**config.mk**
```make
export PLATFORM = sky130hd
export DESIGN_NAME = updn_ctr_flat
export DESIGN_NICKNAME = d
export VERILOG_FILES = /design/src/rtl/updn_ctr_pkg.sv /design/src/rtl/updn_ctr_if.sv /design/src/rtl/updn_ctr_tc_decode.sv /design/src/rtl/updn_ctr.sv /design/src/flat_wrapper.sv
export SDC_FILE = /design/constraint.sdc
export NUM_CORES = 1
export LEC_CHECK = 0
export CAP_MARGIN = 10
export CORE_AREA = 10 10 47 49
export DETAILED_ROUTE_END_ITERATION = 8
export DIE_AREA = 0 0 57 59
export GPL_ROUTABILITY_DRIVEN = 0
export GPL_TIMING_DRIVEN = 0
export HOLD_SLACK_MARGIN = 0.08
export PLACE_DENSITY = 0.47
export SLEW_MARGIN = 20
export SYNTH_ARGS = -nofsm -noshare
export SYNTH_HDL_FRONTEND = slang
export SYNTH_SLANG_ARGS = --single-unit
```
**constraint.sdc**
```tcl
create_clock -name clk -period 1.6 [get_ports clk]
set_clock_uncertainty 0.1 [all_clocks]
set_input_delay 0.32 -clock clk [delete_from_list [all_inputs] [get_ports clk]]
set_output_delay 0.32 -clock clk [all_outputs]
set_load 0.02 [all_outputs]
```
**src/rtl/updn_ctr_pkg.sv**
```systemverilog
//------------------------------------------------------------------------------
// Module   : updn_ctr_pkg
// Purpose  : Shared constants for the up/down counter slice: default width,
//            direction encodings and the load-active level.
// Ports    : none (package)
// Revision : 1.0  initial release
//------------------------------------------------------------------------------
`default_nettype none

package updn_ctr_pkg;

   // Default counter / data width in bits
   localparam int DEFAULT_WIDTH = 4;

   // Direction encodings on up_dn
   localparam logic UP = 1'b1;
   localparam logic DN = 1'b0;

   // Level of the load pin that selects a parallel load
   localparam logic LOAD_ACT = 1'b0;

endpackage : updn_ctr_pkg

`default_nettype wire

```
**src/rtl/updn_ctr_if.sv**
```systemverilog
//------------------------------------------------------------------------------
// Module   : updn_ctr_if
// Purpose  : Bundles the control, data and status signals of updn_ctr.
// Ports    : data, up_dn, load, cen  - driven by the controlling block
//            count, tercnt           - driven by the counter
//            modport master : controlling block view
//            modport slave  : counter view
// Revision : 1.0  initial release
//------------------------------------------------------------------------------
`default_nettype none

interface updn_ctr_if
   import updn_ctr_pkg::*;
#(
   parameter int width = DEFAULT_WIDTH
);

   logic [width-1:0] data;
   logic             up_dn;
   logic             load;
   logic             cen;
   logic [width-1:0] count;
   logic             tercnt;

   modport master (
      output data,
      output up_dn,
      output load,
      output cen,
      input  count,
      input  tercnt
   );

   modport slave (
      input  data,
      input  up_dn,
      input  load,
      input  cen,
      output count,
      output tercnt
   );

endinterface : updn_ctr_if

`default_nettype wire

```
**src/rtl/updn_ctr_tc_decode.sv**
```systemverilog
//------------------------------------------------------------------------------
// Module   : updn_ctr_tc_decode
// Purpose  : Combinational terminal-count decode. Flags all-ones when counting
//            up and all-zeros when counting down.
// Ports    : count  (in,  width) current counter value
//            up_dn  (in,  1)     direction, 1 = up
//            tercnt (out, 1)     terminal-count flag
// Revision : 1.0  initial release
//------------------------------------------------------------------------------
`default_nettype none

module updn_ctr_tc_decode
   import updn_ctr_pkg::*;
#(
   parameter int width = DEFAULT_WIDTH
) (
   input  wire logic [width-1:0] count,
   input  wire logic             up_dn,
   output logic                  tercnt
);

   logic w_all_ones;
   logic w_all_zeros;

   assign w_all_ones  = &count;
   assign w_all_zeros = ~|count;

   assign tercnt = (up_dn == UP) ? w_all_ones : w_all_zeros;

endmodule : updn_ctr_tc_decode

`default_nettype wire

```
**src/rtl/updn_ctr.sv**
```systemverilog
//------------------------------------------------------------------------------
// Module   : updn_ctr
// Purpose  : Parameterised synchronous binary up/down counter with active-low
//            parallel load, count enable and combinational terminal count.
//            Priority per edge: reset > load > count (up/down) > hold.
//            Wraps modulo 2^width in both directions.
// Ports    : clk          (in)  rising-edge clock
//            reset        (in)  synchronous active-high reset
//            bus (slave)  data/up_dn/load/cen in, count/tercnt out
// Config   : UPDN_CTR_ASSERT_EN - when defined, compiles in simulation-only
//            assertions (width range, X/Z on controls, tercnt decode,
//            +/-1 step). Functional behaviour is unchanged.
// Revision : 1.0  initial release
//------------------------------------------------------------------------------
`default_nettype none

module updn_ctr
   import updn_ctr_pkg::*;
#(
   parameter int width = DEFAULT_WIDTH
) (
   input  wire logic  clk,
   input  wire logic  reset,
   updn_ctr_if.slave  bus
);

   logic [width-1:0] r_count;
   logic [width-1:0] w_count_nxt;
   logic             w_tercnt;

   // Next-state mux; reset is handled in the register itself
   always_comb begin
      w_count_nxt = r_count;
      if (bus.load == LOAD_ACT) begin
         w_count_nxt = bus.data;
      end else if (bus.cen) begin
         // Carry/borrow out of the MSB is dropped, giving modulo wrap
         if (bus.up_dn == UP) begin
            w_count_nxt = r_count + 1'b1;
         end else begin
            w_count_nxt = r_count - 1'b1;
         end
      end
   end

   always_ff @(posedge clk) begin
      if (reset) begin
         r_count <= '0;
      end else begin
         r_count <= w_count_nxt;
      end
   end

   updn_ctr_tc_decode #(
      .width (width)
   ) u_tc_decode (
      .count  (r_count),
      .up_dn  (bus.up_dn),
      .tercnt (w_tercnt)
   );

   assign bus.count  = r_count;
   assign bus.tercnt = w_tercnt;

`ifdef UPDN_CTR_ASSERT_EN
   // Set by the first reset; input checks are meaningless before that
   logic r_seen_rst;

   always_ff @(posedge clk) begin
      if (reset) begin
         r_seen_rst <= 1'b1;
      end
   end

   a_width_range : assert property (@(posedge clk) (width >= 1) && (width <= 32))
      else $error("updn_ctr: width %0d outside 1..32", width);

   a_ctrl_known : assert property (@(posedge clk) disable iff (reset || (r_seen_rst !== 1'b1))
      !$isunknown({bus.load, bus.cen, bus.up_dn}))
      else $error("updn_ctr: X/Z on load/cen/up_dn");

   a_data_known : assert property (@(posedge clk) disable iff (reset || (r_seen_rst !== 1'b1))
      (bus.load == LOAD_ACT) |-> !$isunknown(bus.data))
      else $error("updn_ctr: X/Z on data during load");

   a_tercnt_decode : assert property (@(posedge clk)
      bus.tercnt == ((bus.up_dn == UP) ? (r_count == {width{1'b1}}) : (r_count == {width{1'b0}})))
      else $error("updn_ctr: tercnt decode mismatch");

   a_step : assert property (@(posedge clk) disable iff (reset)
      (bus.load != LOAD_ACT) |=> ((r_count == $past(r_count)) ||
                                  (r_count == $past(r_count) + 1'b1) ||
                                  (r_count == $past(r_count) - 1'b1)))
      else $error("updn_ctr: count stepped by more than one");
`endif

endmodule : updn_ctr

`default_nettype wire

```
**src/flat_wrapper.sv**
```systemverilog
// flat-port wrapper written by rule: the top's interface ports become plain ports
module updn_ctr_flat import updn_ctr_pkg::*;
#(
   parameter int width = DEFAULT_WIDTH
)
  (clk, reset, bus_data, bus_up_dn, bus_load, bus_cen, bus_count, bus_tercnt);
  updn_ctr_if #(.width(width)) bus_i ();
  input  wire logic clk;
  input  wire logic reset;
  input wire logic [$bits(bus_i.data)-1:0] bus_data;
  input wire logic [$bits(bus_i.up_dn)-1:0] bus_up_dn;
  input wire logic [$bits(bus_i.load)-1:0] bus_load;
  input wire logic [$bits(bus_i.cen)-1:0] bus_cen;
  output wire logic [$bits(bus_i.count)-1:0] bus_count;
  output wire logic [$bits(bus_i.tercnt)-1:0] bus_tercnt;
  assign bus_i.data = bus_data;
  assign bus_i.up_dn = bus_up_dn;
  assign bus_i.load = bus_load;
  assign bus_i.cen = bus_cen;
  assign bus_count = bus_i.count;
  assign bus_tercnt = bus_i.tercnt;
  updn_ctr #(.width(width)) u_core (.clk(clk), .reset(reset), .bus(bus_i));
endmodule
```
==> flow_summary.yaml <==
status:
  outcome: "completed"
floorplanning:
  die_w_um: 57
  dieHeight_um: 59
  core.rowCount: 14
  ios: 14
  initial_core_util_pct: 22.1
  dieArea_sq_um: 3360
  core_area_sq_um: 1400
yosys:
  synthXorXnorAreaFrac_pct: 8.50
  ys_seq_area_share_pct: 25.9
  yosys.area.top_type: "dfxtp_1"
  synth.area.mux_share_pct: 3.24
  synth-adder-area-share_pct: 14.6
  synth.avg_cell_area_sq_um: 8.58
  yosys_warnings: 0
  synth_seq_cells: 4
  synth_compound_area_share_pct: 23.1
  synthSimpleGateAreaFrac_pct: 19.0
  synth_cell_types: 21
  yosysTopAreaCellShare_pct: 25.9
  synth_top_family_by_area: "compound AO/OA/AOI/OAI gates"
  synth_area_leaders: "dfxtp_1, xnor2_1, ha_1, a211oi_1, fa_1"
  syn_nets: 48
  syn-instance-count: 36
  netlist_area_sq_um: 309
finish:
  final_common_cell: "clkdlybuf4s50_1"
  largest_reg_flops: 4
  postLayoutCoreUtil_pct: 35.3
  drive_gt1_share_pct: 31.4
  area_growth_pct: 59.9
  n_antenna_cell: 0
  layout.nets: 65
  design_area_sq_um: 494
  final_cell_mix: "clkdlybuf4s50_1, nor2_1, dlygate4sd2_1"
  nFillCells: 161
clocking:
  cts_sinks: 4
  htree_levels: 1
  clkTransAtPathRegs_ns: 0.04
  clockRootBuffer: "clkbuf_4"
  clk_path_buf_depth: 2
  cts_hold_buf: 0
  insertion_delay_ns: 0.24
  numCtsBuffers: 3
  cts_tree: "done"
place:
  placed_area_sq_um: 439
  dp_hpwl_um: 664
  port_buffers: 11
grt:
  grt_pass1_vias: 325
  grt_antenna_before_repair: 0
  busiest_layer: "met2"
  grt_util_met1_pct: 5.34
  grt_start_max_net_pins: 9
  grt_pass1_wl_um: 1400
  gr-usage-met3_pct: 2.79
  grt_overflow_total: 0
  track_usage_pct: 5.36
  gr-usage-met2_pct: 8.37
sta:
  finalSetupTns_ns: 0
  finalMaxSlewViolations: 0
  rsz0062_at_grt: "true"
  finalSetupViolCount: 0
  clock.fmax_ghz: 0.643
  worstMarginPinSlew_ns: 0.257
  slew_headroom_pct: 82.8
  finalCriticalPeriod_ns: 1.56
  hold_viol_final: 0
  post-route-period-util_pct: 97.2
setup_path:
  critPathKind: "register to output pin"
  crit_path_end_kind: "output pin"
  required_ns: 1.18
  cp.arrival_ns: 1.14
  reg2reg_depth: 4
  critPathLaunchType: "register"
  crit_fanout: 5
routing:
  drc: 0
  wl_per_cell_um: 12.3
  ant_nets: 0
  drt_iter0_markers: 1
  viasPerCell: 4.85
  num_vias: 325
  wl_um: 825
  first_pass_iters: 2
pwr:
  p_seq_share_pct: 33.6
  pwr-share-clk_pct: 33.4
  cell_internal_pwr_w: 0.000261
  peakVddDrop_mv: 0.450
  power_density_nw_per_um2: 769
  swShare_pct: 31.3
  power.leakage_nw: 0.199
  p_sw_w: 0.000119
  p_comb_share_pct: 33.0
  power.total_w: 0.000380
hold_path:
  hold_depth: 2
  hold_path.class: "input pin to register"
flow_run:
  cap_violations: 0
[cell usage after synthesis]
master     n
nand3_1    1
a311o_1    1
buf_2      1
fa_1       1
a211o_1    1
o21ai_0    1
nor2_1     4
a211oi_1   3
a2111oi_2  1
nor3b_1    1
nand2_1    3
mux2i_1    1
clkbuf_2   1
or2b_1     1
ha_1       2
nor4_1     1
dfxtp_1    4
inv_1      2
xnor2_1    3
a21oi_1    2
nand4_1    1
[cell families after synthesis]
logic type / count (synthesis)
flops: 4
xor+xnor: 3
simple gates: 12
compound gates: 9
buf+inv: 4
fa+ha+maj: 3
mux: 1
[per-stage QoR]
stage               setup slack (ns)  instances  hold WS [ns]
finish                        0.0443         67         0.268
global route                 -0.0318         67         0.288
CTS                          -0.0377         66         0.273
detailed placement            -0.554         63         0.527
global placement              -0.545         63         0.523
floorplan                     0.0292         36         0.289
[layout make-up]
cell class / count / area [sq um] / share of cell area (%)
Buffer: 2 / 10.0 / 2.03
Clock buffer: 3 / 22.5 / 4.56
Tap cell: 16 / 20.0 / 4.05
Sequential cell: 4 / 90.1 / 18.2
Multi-Input combinational cell: 28 / 234 / 47.3
Timing Repair Buffer: 12 / 110 / 22.3
Inverter: 2 / 7.51 / 1.52
[power groups by stage]
stage          Sequential, W  Clock, W  Combinational, W
4_1_cts             0.000126  0.000134          0.000120
2_1_floorplan       0.000135         0         0.0000606
5_1_grt             0.000130  0.000142          0.000140
6_report            0.000128  0.000127          0.000125
3_5_place_dp        0.000127         0          0.000122
3_3_place_gp        0.000127         0          0.000121
[critical path, cell delays in order (launching register included)]
cell	delay [ns]
dfxtp_4	0.35
nor4_2	0.26
nand2_1	0.07
o21ai_1	0.07
buf_4	0.15
[worst paths after layout]
| path | start | end | slack [ns] |
|---|---|---|---|
| setup / recovery | u_core.bus.count[3] | bus_tercnt | 0.04 |
| hold / removal | bus_load | u_core.bus.count[0] | 0.27 |
| setup reg to reg | u_core.bus.count[0] | u_core.bus.count[2] | 0.08 |
| hold reg to reg | u_core.bus.count[1] | u_core.bus.count[1] | 0.51 |
[what timing repair did]
action                     in CTS  in global routing
setup endpoints to repair       8                  2
gates resized for setup        13                 10
buffers inserted                0                  1
hold endpoints to repair        0                  0
pin swaps                       0                  2
[routing by layer]
layer  up-vias  share of wire [%]
met2         9                 51
met4         0                  0
met5         -                  0
li1        162                  -
met3         0                6.8
met1       154                 42
Power figures use the tool's default switching activity.
